$ cat src/rtl/i2c_master_pkg.sv
// i2c_master_pkg
// Definitions shared by the I2C master blocks:
//   - master_state_e : 4-bit SDA-FSM state encoding seen on state_master
//   - DEF_*          : default bit-timing parameters
//   - is_bit_state   : true for states that clock out / in a bit on SCL
package i2c_master_pkg;

  typedef enum logic [3:0] {
    ST_IDLE            = 4'd0,
    ST_READY           = 4'd1,
    ST_SEND_ADDRESS    = 4'd2,
    ST_WRITE_DATA      = 4'd3,
    ST_OUTPUT_DATA     = 4'd4,
    ST_CHECK_ACK       = 4'd5,
    ST_READ_DATA       = 4'd6,
    ST_STORE_DATA      = 4'd7,
    ST_CHECK_FOR_VALID = 4'd8,
    ST_SEND_ACK        = 4'd9,
    ST_SEND_NACK       = 4'd10,
    ST_STOP            = 4'd11
  } master_state_e;

  localparam int DEF_T_LOW           = 6;
  localparam int DEF_T_HIGH          = 4;
  localparam int DEF_SETUP_SDA_START = 2;
  localparam int DEF_T_HOLD_START    = 4;
  localparam int DEF_ADDR_LEN        = 7;
  localparam int DEF_DATA_LEN        = 8;
  localparam int DEF_CNT_W           = 7;

  function automatic logic is_bit_state(input master_state_e st);
    case (st)
      ST_SEND_ADDRESS, ST_READ_DATA, ST_WRITE_DATA, ST_OUTPUT_DATA,
      ST_CHECK_ACK, ST_STORE_DATA, ST_CHECK_FOR_VALID, ST_SEND_ACK,
      ST_SEND_NACK: return 1'b1;
      default:      return 1'b0;
    endcase
  endfunction

endpackage

$ cat src/rtl/sync_2ff.sv
// sync_2ff
// Two-flop synchronizer for a single asynchronous input line.
// Ports:
//   clk, rst_n : clock and asynchronous active-low reset
//   d          : asynchronous input
//   q          : synchronized output (two clk edges of latency)
// RST_VAL sets the value both flops take in reset, so an idle-high bus line
// does not look like a falling edge right after reset.
module sync_2ff #(
  parameter logic RST_VAL = 1'b0
) (
  input  logic clk,
  input  logic rst_n,
  input  logic d,
  output logic q
);

  logic meta_q, meta_d;
  logic sync_q, sync_d;

  always_comb begin
    meta_d = d;
    sync_d = meta_q;
  end

  always_ff @(posedge clk or negedge rst_n) begin
    if (!rst_n) begin
      meta_q <= RST_VAL;
      sync_q <= RST_VAL;
    end else begin
      meta_q <= meta_d;
      sync_q <= sync_d;
    end
  end

  assign q = sync_q;

endmodule

$ cat src/rtl/scl_timing_gen.sv
// scl_timing_gen
// Bit-timing and SCL generator for the I2C master. Produces the SCL drive,
// the intra-bit phase counter, the bit index and the one-cycle phase strobes
// consumed by the SDA FSM, and freezes the bit timing while a slave stretches
// the clock.
// Ports:
//   clk, rst_n     : clock, asynchronous active-low reset
//   state_master   : SDA FSM state code (master_state_e)
//   rst_count      : synchronous clear of count_ctrl (SCL holds its value)
//   rst_count_2    : synchronous clear of count
//   scl_in         : SCL line as seen on the bus (asynchronous)
//   scl            : SCL drive, 1 = release, 0 = pull low
//   count_ctrl     : intra-bit phase counter
//   count          : bit index within the current frame (saturates at 15)
//   wait_for_sync  : pulse at the end of the START hold
//   add_sent       : pulse at the end of the R/W bit
//   data_sent      : pulse at the end of the last written data bit
//   data_received  : pulse at the end of the last read data bit
//   stretching     : high while the slave holds SCL low
module scl_timing_gen
  import i2c_master_pkg::*;
#(
  parameter int T_LOW           = DEF_T_LOW,
  parameter int T_HIGH          = DEF_T_HIGH,
  parameter int SETUP_SDA_START = DEF_SETUP_SDA_START,
  parameter int T_HOLD_START    = DEF_T_HOLD_START,
  parameter int ADDR_LEN        = DEF_ADDR_LEN,
  parameter int DATA_LEN        = DEF_DATA_LEN,
  parameter int CNT_W           = DEF_CNT_W
) (
  input  logic             clk,
  input  logic             rst_n,
  input  logic [3:0]       state_master,
  input  logic             rst_count,
  input  logic             rst_count_2,
  input  logic             scl_in,
  output logic             scl,
  output logic [CNT_W-1:0] count_ctrl,
  output logic [3:0]       count,
  output logic             wait_for_sync,
  add_sent,
  output logic             data_sent,
  output logic             data_received,
  output logic             stretching
);

  localparam int PERIOD = T_LOW + T_HIGH;

  localparam logic [CNT_W-1:0] LOW_C     = CNT_W'(T_LOW);
  localparam logic [CNT_W-1:0] STRETCH_C = CNT_W'(T_LOW + 1);
  localparam logic [CNT_W-1:0] LAST_C    = CNT_W'(PERIOD - 1);
  localparam logic [CNT_W-1:0] SYNC_C    = CNT_W'(SETUP_SDA_START + T_HOLD_START - 1);
  localparam logic [CNT_W-1:0] MAX_C     = '1;
  localparam logic [3:0]       ADDR_LAST_C = 4'(ADDR_LEN);
  localparam logic [3:0]       DATA_LAST_C = 4'(DATA_LEN - 1);

  master_state_e    st;
  logic             bit_state;
  logic             scl_s;
  logic             freeze;
  logic             at_last;
  logic             strobe_ok;
  logic [CNT_W-1:0] ctrl_inc;

  logic             scl_q, scl_d;
  logic [CNT_W-1:0] count_ctrl_q, count_ctrl_d;
  logic [3:0]       count_q, count_d;

  // SCL idles high, so the synchronizer resets to 1 to avoid a phantom
  // stretch right after reset.
  sync_2ff #(.RST_VAL(1'b1)) u_scl_sync (
    .clk   (clk),
    .rst_n (rst_n),
    .d     (scl_in),
    .q     (scl_s)
  );

  // Codes 12..15 are not states; they behave like Idle.
  always_comb begin
    st = ST_IDLE;
    if (state_master <= ST_STOP) st = master_state_e'(state_master);
  end

  assign bit_state = is_bit_state(st);
  assign at_last   = (count_ctrl_q == LAST_C);
  assign ctrl_inc  = (count_ctrl_q == MAX_C) ? MAX_C : count_ctrl_q + 1'b1;

  // We released SCL one cycle ago but the slave still holds it low: stay on
  // this phase until the synchronized line comes back high.
  assign freeze = bit_state && scl_q && (count_ctrl_q == STRETCH_C) && !scl_s;

  always_comb begin
    count_ctrl_d = count_ctrl_q;
    count_d      = count_q;
    scl_d        = scl_q;

    case (st)
      ST_IDLE: begin
        count_ctrl_d = '0;
        count_d      = '0;
        scl_d        = 1'b1;
      end
      ST_READY: begin
        // SCL is released through the START setup and hold, then pulled
        // low on the cycle after wait_for_sync.
        count_ctrl_d = ctrl_inc;
        scl_d        = (count_ctrl_q < SYNC_C);
      end
      ST_STOP: begin
        // Finish the low phase, then release SCL for good; the counter
        // parks at its maximum so it never re-enters the low phase.
        count_ctrl_d = ctrl_inc;
        scl_d        = (ctrl_inc >= LOW_C);
      end
      default: begin
        // Only bit states reach here after the decode above.
        if (!freeze) begin
          if (at_last) begin
            count_ctrl_d = '0;
            if (count_q != 4'hF) count_d = count_q + 4'd1;
          end else begin
            count_ctrl_d = count_ctrl_q + 1'b1;
          end
          scl_d = (count_ctrl_d >= LOW_C);
        end
      end
    endcase

    // The SDA FSM re-aligns the phase with rst_count; SCL keeps its level
    // so the realignment never produces a glitch on the bus.
    if (rst_count && st != ST_IDLE) begin
      count_ctrl_d = '0;
      count_d      = count_q;
      scl_d        = scl_q;
    end

    if (rst_count_2) count_d = '0;
  end

  always_ff @(posedge clk or negedge rst_n) begin
    if (!rst_n) begin
      scl_q        <= 1'b1;
      count_ctrl_q <= '0;
      count_q      <= '0;
    end else begin
      scl_q        <= scl_d;
      count_ctrl_q <= count_ctrl_d;
      count_q      <= count_d;
    end
  end

  // Strobes are decoded from the registered counters so they line up with
  // the count_ctrl value they describe.
  assign strobe_ok     = at_last && !freeze;
  assign wait_for_sync = (st == ST_READY) && (count_ctrl_q == SYNC_C);
  assign add_sent      = (st == ST_SEND_ADDRESS) && (count_q == ADDR_LAST_C) && strobe_ok;
  assign data_sent     = (st == ST_OUTPUT_DATA) && (count_q == DATA_LAST_C) && strobe_ok;
  assign data_received = (st == ST_STORE_DATA) && (count_q == DATA_LAST_C) && strobe_ok;
  assign stretching    = freeze;

  assign scl        = scl_q;
  assign count_ctrl = count_ctrl_q;
  assign count      = count_q;

endmodule
$ cat config.mk
export PLATFORM = sky130hd
export DESIGN_NAME = scl_timing_gen
export DESIGN_NICKNAME = d
export VERILOG_FILES = /design/src/rtl/i2c_master_pkg.sv /design/src/rtl/sync_2ff.sv /design/src/rtl/scl_timing_gen.sv
export SDC_FILE = /design/constraint.sdc
export NUM_CORES = 1
export LEC_CHECK = 0
export CAP_MARGIN = 5
export CORE_MARGIN = 2
export CORE_UTILIZATION = 41
export DETAILED_ROUTE_END_ITERATION = 6
export GPL_TIMING_DRIVEN = 0
export MAX_ROUTING_LAYER = met4
export PLACE_DENSITY = 0.68
export SLEW_MARGIN = 0
export SYNTH_ARGS = -nofsm -noshare
export SYNTH_HDL_FRONTEND = slang
export SYNTH_HIERARCHICAL = 1
export SYNTH_SLANG_ARGS = --single-unit
$ cat constraint.sdc
create_clock -name clk -period 2.6 [get_ports clk]
set_input_delay 0.39 -clock clk [delete_from_list [all_inputs] [get_ports clk]]
set_output_delay 0.39 -clock clk [all_outputs]
set_load 0.05 [all_outputs]
-- Yosys cells after proc, flatten, opt, wreduce, memory -nomap -nowiden
Memories as Yosys holds them, arrays and structs flattened.
Index checks and enable logic that the tools add are counted.
- input bits: 9
- register bits after elaboration: 14
- word-level logic and storage cells: 67
- memory bits (writable): 0
- ROM bits: 16
- memories: 1
- latch bits: 0
- memories (name ; words ; bits a word ; read ports ; clocked after memory_dff ; write ports ; RTL line ; RTL):
    (no name shown) ; 16 ; 1 ; 1 ; 0 ; 0 ; i2c_master_pkg.sv:32 ; case (st)
- add/subtract/negate cells: 2
- magnitude comparators: 4
- reduce and logical (&&, ||, !) cells: 22
- equal/unequal tests: 16
- shift-type cells: 0
- divide/modulo/power cells: 0
- multipliers: 0
- multiplexer cells: 16
- bitwise operators: 1
- operators with widths (cell ; number):
    7-bit two-way mux ; 6
    4-bit two-way mux ; 6
    7-bit by 3-bit equality test with 1-bit output, second input constant ; 2
    7-bit by 3-bit greater-or-equal comparator with 1-bit output, second input constant ; 2
    7-bit case mux with 2 select lines ; 1
    4-bit by 3-bit equality test with 1-bit output, second input constant ; 3
    1-bit logical AND ; 12
    4-bit case mux with 2 select lines ; 1
    7-bit by 1-bit adder with 7-bit output, second input constant ; 1
    7-bit by 4-bit equality test with 1-bit output, second input constant ; 1
    7-bit equality test, second input constant ; 1
    7-bit by 3-bit less-than comparator with 1-bit output, second input constant ; 1
    3-bit nonzero test ; 2
    5-bit AND reduction ; 1
    4-bit by 1-bit adder with 4-bit output, second input constant ; 1
    4-bit by 1-bit equality test with 1-bit output, second input constant ; 1
    4-bit by 2-bit equality test with 1-bit output, second input constant ; 1
    4-bit equality test, second input constant ; 1
    4-bit <= comparator, second input constant ; 1
    4-bit zero test ; 1
    4-bit by 1-bit != test with 1-bit output, second input constant ; 1
    4-bit by 2-bit != test with 1-bit output, second input constant ; 1
    4-bit != test, second input constant ; 1
    4-bit nonzero test ; 1
    other kinds (10) ; 11

-- Logic depth before layout (Yosys ltp)
Gate-level depths: netlist of the first run.
An unclocked memory read counts as a cell.
- depth after elaboration: 11
- depth in mapped cells: 8
- depth with buffers taken out: 7

-- Hierarchy
The synthesis of the first run kept the hierarchy.
- modules (own cells, without submodules) (module ; area each (um^2) ; sequential area each (um^2) ; times used ; cells an instance):
    scl_timing_gen ; 1009.7 ; 301.5 ; 1 ; 111
    sync_2ff ; 52.6 ; 52.6 ; 1 ; 2

-- Worst setup path after synthesis of the first run
Ideal clock, no wire load.
- path kind: register to output
- from: register count_ctrl_q[0] (netlist: count_ctrl[0])
- to: output port add_sent
- data required time: 2.210 ns
- arrival: 2.215 ns
- path buffers: 0
- cell stages (with the launch flop): 6
- setup slack: -0.005 ns
- cell sequence: dfrtp_1 -> ha_1 -> nand3b_1 -> nor4_1 -> and4b_1 -> and4b_1
- word-level cells in the longest chain between the ends: 6
- RTL lines (what ; RTL line ; RTL):
    from (decl) ; scl_timing_gen.sv:66 ; logic [CNT_W-1:0] count_ctrl_q, count_ctrl_d;
    from (signal assigned) ; scl_timing_gen.sv:147 ; count_ctrl_q <= count_ctrl_d;
    7-bit by 3-bit equality test with 1-bit output ; scl_timing_gen.sv:90 ; assign freeze = bit_state && scl_q && (count_ctrl_q == STRETCH_C) && !scl_s;
    1-bit logical AND (2 in series) ; scl_timing_gen.sv:90 ;
    1-bit zero test ; scl_timing_gen.sv:154 ; assign strobe_ok = at_last && !freeze;
    1-bit logical AND * ; scl_timing_gen.sv:154 ;
    1-bit logical AND * ; scl_timing_gen.sv:156 ; assign add_sent = (st == ST_SEND_ADDRESS) && (count_q == ADDR_LAST_C) && strobe_ok;
    to (decl) ; scl_timing_gen.sv:41 ; add_sent,
Every way passes the cells marked *; elsewhere a longest branch is shown, timed or not.

-- Worst setup path in the final report of the first run
- from: register count_ctrl_q[3] (netlist: count_ctrl[3])
- to: output port stretching
- word-level cells in the longest chain between the ends: 3
- RTL lines (what ; RTL line ; RTL):
    7-bit by 3-bit equality test with 1-bit output ; scl_timing_gen.sv:90 ;
    1-bit logical AND (2 in series) ; scl_timing_gen.sv:90 ;
    to (decl) ; scl_timing_gen.sv:44 ; output logic stretching
Every way passes these cells.

==> summary.txt, run 1 <==
Status: finished, final reports clean
Synthesized area: 0.001062 mm^2
Worst endpoint required time: 2.21 ns
Die ar.: 0.003014 mm^2
I/O pins: 26
Core area: 0.002477 mm^2
Hold_buf cts: 0
Period utilization: 96.82%
Switching fraction of total power: 34.48%
Worst hold path class: reg2reg
Worst slew margin: 55.82%
Antenna cells: 0
Unique masters post-synth: 42
Final ANT Viol Nets: 0
Drt via density: 5.624
M3 GR Usage: 3.226%
Port buffer count: 25
Post-synth ARST share: 100.0%
Origin of the critical flop-to-flop path: count_ctrl[3]
Vias in the first global route: 942
Final setup fails: 0
Net count after synthesis: 129
Average size of a mapped cell: 9.401 um^2
Clk network pwr share: 28.0%
Worst hold endpoint: u_scl_sync/q
Clock Skew: 0.006496 ns
Sequential share of power: 42.1%
M1 GR Usage: 25.67%
Die X: 54.90 um
Share of layout cells above drive strength 1: 19.58%
CTS HTree Levels: 1
Number of flops mapped to enable cells by yosys: 0
Max Root-Sink Buffers: 2
Grt ovf: 0
Post-DP HPWL: 1.844 mm
Area delta synth->final: 34.28%
Final WL: 2.474 mm
CTS tree: built
Max Freq: 0.3973 GHz
DR iter-0 viols: 8
Hold path depth: 0
Layout Nets: 160
Hold Path Origin: u_scl_sync/meta_q
Switching power: 0.2046 mW
R2R cell count: 6
Worst-skew pair later-pin latency: 0.29 ns
Clock sink count: 14
Slew Limit Fails: 0
Syn Inst Count: 113
GRT Util Overall: 20.02%
Initial Util: 42.88%
FF-to-FF End: count_ctrl[2]
P per Cell Area: 416.0 mW/mm^2
Combinational power share: 29.9%
Top FF cell, synth: dfrtp_1
Worst EP arrival: 2.13 ns
TritonCTS buffer count: 3
R2R setup slack: 0.43 ns
Placer Congestion: 0.8616
# rows: 18
Final Hold Vio Count: 0
Largest net degree at the start of global routing: 15
Worst-path clk slew: 0.09 ns
Register area share after synthesis: 33.33%
Total negative slack: 0 ns
Wirelength per Cell: 14.30 um
Root Buffer: clkbuf_4
Most Crowded Layer GR: met2
Yosys reg bits: 14
Hold_ws: 0.3634 ns
Internal Power: 0.3888 mW
Leak: 0.6044 nW
Worst-path maximum fanout: 9
RSZ-0062 raised after global routing: true
Slew @ Worst Pin: 0.6607 ns
Max-cap violations: 0
Routing usage on met2: 31.55%
Die Y: 54.90 um
Peak supply drop: 0.3510 mV
Critical Path End Type: primary output
First-pass GRT wire length: 4.195 mm
Initial antenna violation count: 0
DR vias: 973
Yosys warns: 6
# fillers: 245
Crit Path Category: reg2out
Tmin final: 2.517 ns
Pre-antenna DRT Iters: 4
DR DRC count: 0
Crit start category: flop
[placed cells by master, fill, tap and decap left out, types with 4 or more instances in the layout]
cell,count
a21oi_1,5
and3_1,4
clkbuf_4,7
clkdlybuf4s50_1,20
dfrtp_1,9
ha_1,7
inv_1,5
nand2_1,6
nand3_1,4
nor2_1,4
nor3_1,7
o21ai_0,4
xor2_1,4
[state kept, by name (all words and copies together), names as in the netlist]
name               flops
count_ctrl             7
count                  4
scl                    1
u_scl_sync/meta_q      1
u_scl_sync/q           1
[per-stage QoR]
stage / power, mW / area, um^2 / setup WS (ns) / utilization [%] / std cells
3_5_place_dp: 0.4273 / 1351 / -0.5849 / 54.55 / 168
6_report: 0.5934 / 1426 / 0.08270 / 57.58 / 173
4_1_cts: 0.5948 / 1394 / 0.05394 / 56.26 / 173
3_3_place_gp: 0.4254 / 1351 / -0.5757 / 54.55 / 168
2_1_floorplan: 0.3652 / 1064 / 0.06065 / - / 113
5_1_grt: 0.6243 / 1426 / -0.01960 / 57.58 / 173
[cell families (layout without fill, tap and decap cells)]
family	count (synthesis)	count (layout)	share of synthesized area (%)
AO/OA/AOI/OAI	26	26	17.67
XOR/XNOR	6	6	4.947
adder cells (fa/ha/maj)	7	7	8.245
buffers and inverters	9	39	3.887
flip-flops	14	14	33.33
multiplexers	2	2	1.885
AND/OR/NAND/NOR	49	49	30.03
[critical path, cell delays in order, from the launching register on]
cell and delay [ns]:
dfrtp_1 0.40, buf_6 0.14, or4_4 0.56, nor4b_4 0.33
nand3_2 0.14, inv_1 0.08, buf_4 0.19
[what timing repair did]
| item | CTS | global route |
|---|---|---|
| pin swaps | 1 | 2 |
| hold endpoints to repair | 0 | 0 |
| resized for setup | 29 | 8 |
| setup buffers | 1 | 0 |
| setup endpoints to repair | 5 | 8 |
[final cells by class]
type | count | area (um^2) | share of cell area (%)
Multi-Input combinational cell | 90 | 709.4 | 49.74
Sequential cell | 14 | 356.6 | 25.00
Timing Repair Buffer | 26 | 245.2 | 17.19
Tap cell | 30 | 37.54 | 2.632
Clock buffer | 4 | 36.28 | 2.544
Buffer | 4 | 22.52 | 1.579
Inverter | 5 | 18.77 | 1.316
[power by group through the flow]
stage	clock network [mW]	logic [mW]	registers [mW]
detailed placement	0	0.173	0.254
global route	0.176	0.195	0.254
finish	0.166	0.177	0.250
floorplan	0	0.0751	0.290
global placement	0	0.171	0.254
CTS	0.170	0.175	0.250
[cell usage after synthesis (3+ instances only)]
cell type   n  area share (%)
o21ai_0     4             1.9
nand2_1     6             2.1
and2_1      3             1.8
nor2_1      4             1.4
nor3_1      7             3.3
a21oi_1     5             2.4
ha_1        7             8.2
and3_1      4             2.4
o21bai_1    3             2.1
clkbuf_1    3             1.1
dfrtp_1    11              26
xor2_1      4             3.3
nand3_1     5             2.4
or2_2       3             1.8
inv_1       5             1.8
dfstp_2     3             7.4
[worst max-delay path by stage]
stage / cells past startpoint / endpoint / start
finish: 6 / stretching / count_ctrl[3]
global route: 7 / stretching / state_master[2]
CTS: 6 / add_sent / count_ctrl[2]
detailed placement: 6 / add_sent / count_ctrl[2]
global placement: 6 / add_sent / count_ctrl[2]
floorplan: 5 / add_sent / count_ctrl[2]
[routing by layer]
metal  share of wire [%]  wire length, um
met3                 4.2              105
met4                 1.6               40
met1                  47             1158
met5                   0                0
met2                  47             1170
Note: power is estimated with default switching activity, not from simulation.
==> inputs of run 2 (changes only) <==
- PLACE_DENSITY: 0.68 -> 0.71
- clock period: 2.6 -> 2.1 ns (I/O delays scaled with it)
==> run 2 against run 1 <==
Against the previous run:
- the run now ends with setup timing left
- largest cell class unchanged
- sequential cell count did not move
- setup slack lost 0.30 ns
- first-iteration DRC count increased to 2.9 times the previous value
==> summary.txt, run 2 (synthesis results as in run 1) <==
Status: finished with violations
Failing checks: setup timing
Tmin final: 2.322 ns
P per Cell Area: 481.6 mW/mm^2 (+16%)
Hold_ws: 0.3616 ns (-0.001830 ns)
Sequential share of power: 38.8% (-3.3 points)
Initial antenna violation count: 0 (unchanged)
R2R setup slack: -0.06 ns (-0.49 ns)
Clock sink count: 14 (unchanged)
Worst hold path class: reg2reg
Most common cell after layout, fill and taps aside: clkdlybuf4s50_1
Max Freq: 0.4307 GHz
Port buffer count: 25 (unchanged)
GRT Util Overall: 22.77% (+2.7 points)
R2R cell count: 6 (unchanged)
Switching fraction of total power: 34.71% (+0.23 points)
Pre-antenna DRT Iters: 4 (unchanged)
First-pass GRT wire length: 4.664 mm (+11%)
Share of layout cells above drive strength 1: 38.82% (+19 points)
Leak: 0.6568 nW (+8.7%)
# fillers: 195 (-20%)
Final Hold Vio Count: 0 (unchanged)
Peak supply drop: 0.5521 mV (+57%)
Post-DP HPWL: 1.962 mm (+6.4%)
Switching power: 0.2752 mW (+34%)
Combinational power share: 36.3% (+6.4 points)
Period utilization: 110.6%
Core area: 0.002477 mm^2 (unchanged)
Pre-CTS setup slack: -0.9791 ns (-0.3942 ns)
Die ar.: 0.003014 mm^2 (unchanged)
Final setup fails: 9 (+9)
Number of flip-flops under the largest register name: 7 (unchanged)
Final WS setup: -0.2217 ns (-0.3044 ns)
Max-cap violations: 0 (unchanged)
Hold_buf cts: 0 (unchanged)
Slew Limit Fails: 0 (unchanged)
CTS HTree Levels: 1 (unchanged)
Worst EP arrival: 2.01 ns (-0.12 ns)
CTS tree: built
Internal Power: 0.5177 mW (+33%)
Initial Util: 42.88% (unchanged)
Largest net degree at the start of global routing: 15 (unchanged)
CP endpoint: stretching
Worst-path maximum fanout: 2 (-7)
FF-to-FF End: count_ctrl[2]
Final Util: 66.46% (+8.9 points)
Final WL: 2.985 mm (+21%)
Drt via density: 5.742 (+2.1%)
Crit start category: flop
Clk network pwr share: 24.9% (-3.1 points)
I/O pins: 26 (unchanged)
Worst slew margin: 52.69% (-3.1 points)
DR vias: 1045 (+7.4%)
# rows: 18 (unchanged)
DR DRC count: 0 (unchanged)
Clock Skew: 0.0008475 ns (-0.005649 ns)
Worst-path clk slew: 0.09 ns (about the same)
Grt ovf: 0 (unchanged)
Setup crit start: count_ctrl[5]
Most frequent cells in the layout: clkdlybuf4s50_1 (19), buf_4 (11), nand2_1 (6), ha_1 (6), dfrtp_2 (6)
Area delta synth->final: 55.01%
Final ANT Viol Nets: 0 (unchanged)
Die Y: 54.90 um (unchanged)
TritonCTS buffer count: 3 (unchanged)
Max Root-Sink Buffers: 2 (unchanged)
Root Buffer: clkbuf_4
RSZ-0062 raised after global routing: true
Worst endpoint required time: 1.78 ns (-0.43 ns)
DR iter-0 viols: 23 (+15)
Antenna cells: 0 (unchanged)
Slew @ Worst Pin: 0.7096 ns (+0.04892 ns)
Layout Nets: 169 (+5.6%)
Crit Path Category: reg2out
Wirelength per Cell: 16.40 um (+15%)
Placer Congestion: 0.8597 (-0.22%)
Hold path depth: 0 (unchanged)
Die X: 54.90 um (unchanged)
Cell area after layout: 0.001647 mm^2 (+15%)
Worst-skew pair later-pin latency: 0.28 ns (about the same)
Origin of the critical flop-to-flop path: count_ctrl[5]
Placed Area: 0.001386 mm^2 (+2.6%)
Critical Path End Type: primary output
Vias in the first global route: 977 (+3.7%)
==> run 2: cell types whose count changed in the layout (fill, tap and decap cells not counted), sizes merged <==
cell	before	now
clkinvlp	0	1
clkdlybuf4s50	20	19
dlygate4sd2	0	1
buf	3	18
inv	5	4
clkbuf	11	5
==> run 2: how the worst min path moves through the flow <==
stage               slack, ns         startpoint            to
floorplan                0.02              rst_n      count[0]
global placement         0.35  u_scl_sync/meta_q  u_scl_sync/q
detailed placement       0.35  u_scl_sync/meta_q  u_scl_sync/q
CTS                      0.37  u_scl_sync/meta_q  u_scl_sync/q
global route             0.37  u_scl_sync/meta_q  u_scl_sync/q
finish                   0.36  u_scl_sync/meta_q  u_scl_sync/q
==> run 2: power groups by stage <==
| stage | clock (mW) | combinational [mW] | sequential, mW |
|---|---|---|---|
| after floorplan | 0 | 0.0947 | 0.361 |
| after global placement | 0 | 0.215 | 0.317 |
| after detailed placement | 0 | 0.217 | 0.317 |
| after CTS | 0.205 | 0.268 | 0.309 |
| after global routing | 0.210 | 0.309 | 0.309 |
| final | 0.197 | 0.288 | 0.308 |
==> run 2: metal layers <==
metal | wire length (um) | track usage, % | up-vias
met3 | 119 | 2.957 | 7
li1 | - | - | 501
met1 | 1296 | 29.10 | 504
met4 | 59 | 9.756 | 0
met2 | 1510 | 36.31 | 33
met5 | 0 | - | -
==> run 2: cell type report <==
| class | instances | area [um^2] | area share [%] |
|---|---|---|---|
| buffer | 1 | 3.754 | 0.2280 |
| sequential | 14 | 361.6 | 21.96 |
| clock buffer | 4 | 36.28 | 2.204 |
| tap | 30 | 37.54 | 2.280 |
| multi-input combinational | 90 | 805.8 | 48.94 |
| timing repair buffer | 38 | 379.1 | 23.02 |
| inverter | 5 | 22.52 | 1.368 |
==> run 2: metrics by stage <==
stage               setup TNS, ns  std cells  total power, mW
global route               -1.940        182           0.8279
CTS                        -1.327        179           0.7815
finish                    -0.8245        182           0.7929
global placement           -9.047        168           0.5317
floorplan                 -0.3170        113           0.4553
detailed placement         -9.671        168           0.5343
==> run 2: worst max-delay path: stages (launching register included) <==
cell and delay (ns):
dfrtp_2 0.41, or4_4 0.59, nor4b_4 0.32, nand3_2 0.15, clkinvlp_4 0.11, buf_8 0.14
==> run 2: timing repair <==
action | 4_1_cts | 5_1_grt
pin swaps | 10 | 11
endpoints found under the hold margin | 0 | 0
setup endpoints to repair | 17 | 13
buffers inserted | 10 | 3
resized for setup | 59 | 7
==> variant: new RTL, config.mk and constraints of run 1 <==
Put one more register stage on the output `count_ctrl`, with the module's reset. The value now appears one clock later. The other outputs are not delayed to match.
--- a/src/rtl/scl_timing_gen.sv
+++ b/src/rtl/scl_timing_gen.sv
@@ -161,3 +161,9 @@
   assign scl        = scl_q;
-  assign count_ctrl = count_ctrl_q;
+  always_ff @(posedge clk or negedge rst_n) begin
+    if (!rst_n) begin
+      count_ctrl <= '0;
+    end else begin
+      count_ctrl <= count_ctrl_q;
+    end
+  end
   assign count      = count_q;
Function: changed (a bounded check fails within 4 cycles, from zero or initial values and one cycle with rst_n low).
==> variant against run 1 <==
Total power is 9.1% higher; count of clock-buffer cells in the layout stayed put; hold slack hardly changed; wire length is 9.3% higher; non-clock buffer count stayed put; cell area is 15% higher; worst setup slack better by 8.4 ps; highest routed layer unchanged; area after synthesis is 24% higher; first-iteration DRC count grew to 2.9 times the old value; largest cell class unchanged; critical endpoint is now wait_for_sync; global-route usage is 3.2 points lower; sequential cell count is 7 higher.
==> variant: results <==
metrics = {
    "cells_and_area": {
        "stdcell_count": 195,
        "final_common_cell": "clkdlybuf4s50_1",
        "diodes": 0,
        "final.fill_count": 294,
        "finalNetCount": 168,
        "drive_above_1_share_pct": 19.87,
    },
    "sta": {
        "worstMarginPinSlew_ps": 918.5,
        "clock_skew_ps": 8.084,
    },
    "route": {
        "drt_wl_total_mm": 2.703,
        "first_pass_iters": 4,
        "initialDrtViolationCount": 23,
        "num_vias": 1051,
    },
    "clock_network": {
        "cts_buffer_depth": 2,
        "cts-root-buf": "clkbuf_4",
        "clk_pin_slew_worst_paths_ps": 110,
        "cts_buffers": 3,
        "clock_latency_ps": 300,
        "htree_levels": 1,
    },
    "place": {
        "hpwl_mm": 2.074,
        "gp_congestion": 0.8749,
        "dp.cells": 190,
        "dpl_cell_area_sq_mm": 0.001628,
        "pre_cts_slack_ps": -480.2,
        "port_buffers": 25,
    },
    "synth": {
        "synthArstFlopShare_pct": 100.0,
        "synth.area.top_cells": "dfrtp_1 34%, ha_1 6.6%, dfstp_2 6.0%, nor3_1 2.6%, xnor2_1 2.6%",
        "synth_cell_types": 47,
        "synthCells": 121,
        "ys_seq_area_share_pct": 40.02,
        "syn_nets": 137,
        "synthTopCellsByCount": "18 x dfrtp_1, 7 x ha_1, 7 x nor3_1",
        "synth-warning-count": 6,
    },
    "pwr": {
        "ir_drop_mv": 0.2171,
        "clk-power_mw": 0.154,
        "power_frac_seq_pct": 54.6,
        "power.share.clock_pct": 23.8,
        "switching_share_pct": 29.10,
        "p_leak_nw": 0.7025,
    },
    "global_route": {
        "grt_usage_pct": 16.83,
        "grt_antenna_before_repair": 0,
        "grt_max_degree": 22,
        "grt_pass1_wl_mm": 4.560,
        "grt_pass1_vias": 1015,
    },
    "worst_setup_path": {
        "critPathMaxFanout": 5,
        "cp.arrival_ps": 2120,
    },
    "hold_path": {
        "min_path_type": "reg2reg",
    },
    "outcome": {
        "status": "finished clean",
    },
}
[variant: what timing repair did]
action,4_1_cts,5_1_grt
setup buffers,1,0
endpoints found under the hold margin,0,0
endpoints found under the setup margin,5,5
gates resized for setup,17,8
pin swaps,1,0
[variant: logic make-up after synthesis]
logic type	synth area share, %
xor gates and xnor gates	5.297
muxes	0.7569
and+or+nand+nor	21.57
adders and majority gates	6.622
buffers and inverters	4.257
AOI/OAI and AO/OA	21.48
DFF	40.02
[variant: worst max-delay path, stage by stage]
cell and delay [ps]:
clkdlybuf4s50_1 530, inv_1 60, ha_1 360, nand2b_2 130, nor2_1 40, and2_2 210, and3_1 190, clkbuf_4 210
[variant: path summary, 6_finish.rpt]
| check | from | end | slack [ps] | depth (start not counted) |
|---|---|---|---|---|
| hold / removal | u_scl_sync/meta_q | u_scl_sync/q | 360 | 0 |
| min in group asynchronous | rst_n | count_ctrl_q[2] | 590 | 1 |
| hold reg to reg | u_scl_sync/meta_q | u_scl_sync/q | 360 | 0 |
| setup reg to reg | count_ctrl_q[0] | scl | 480 | 6 |
| setup / recovery | state_master[2] | wait_for_sync | 90 | 8 |
| max in group asynchronous | rst_n | count_ctrl_q[4] | 1450 | 1 |
[variant: layout make-up]
class,instances,area [sq um],area share [%]
plain buffers,4,41.29,2.511
clock buffers,4,26.28,1.598
inverters,4,15.01,0.9132
multi-input cells,92,742.0,45.13
flip-flops and latches,21,529.3,32.19
well taps,44,55.05,3.349
repair buffers,26,235.2,14.31
[variant: layer usage]
layer	share of wire, %	vias up	track usage, %
met2	50	26	26.73
met1	46	503	21.70
met3	3.3	4	4.264
met4	0.85	0	3.727
li1	-	518	-
met5	0	-	-
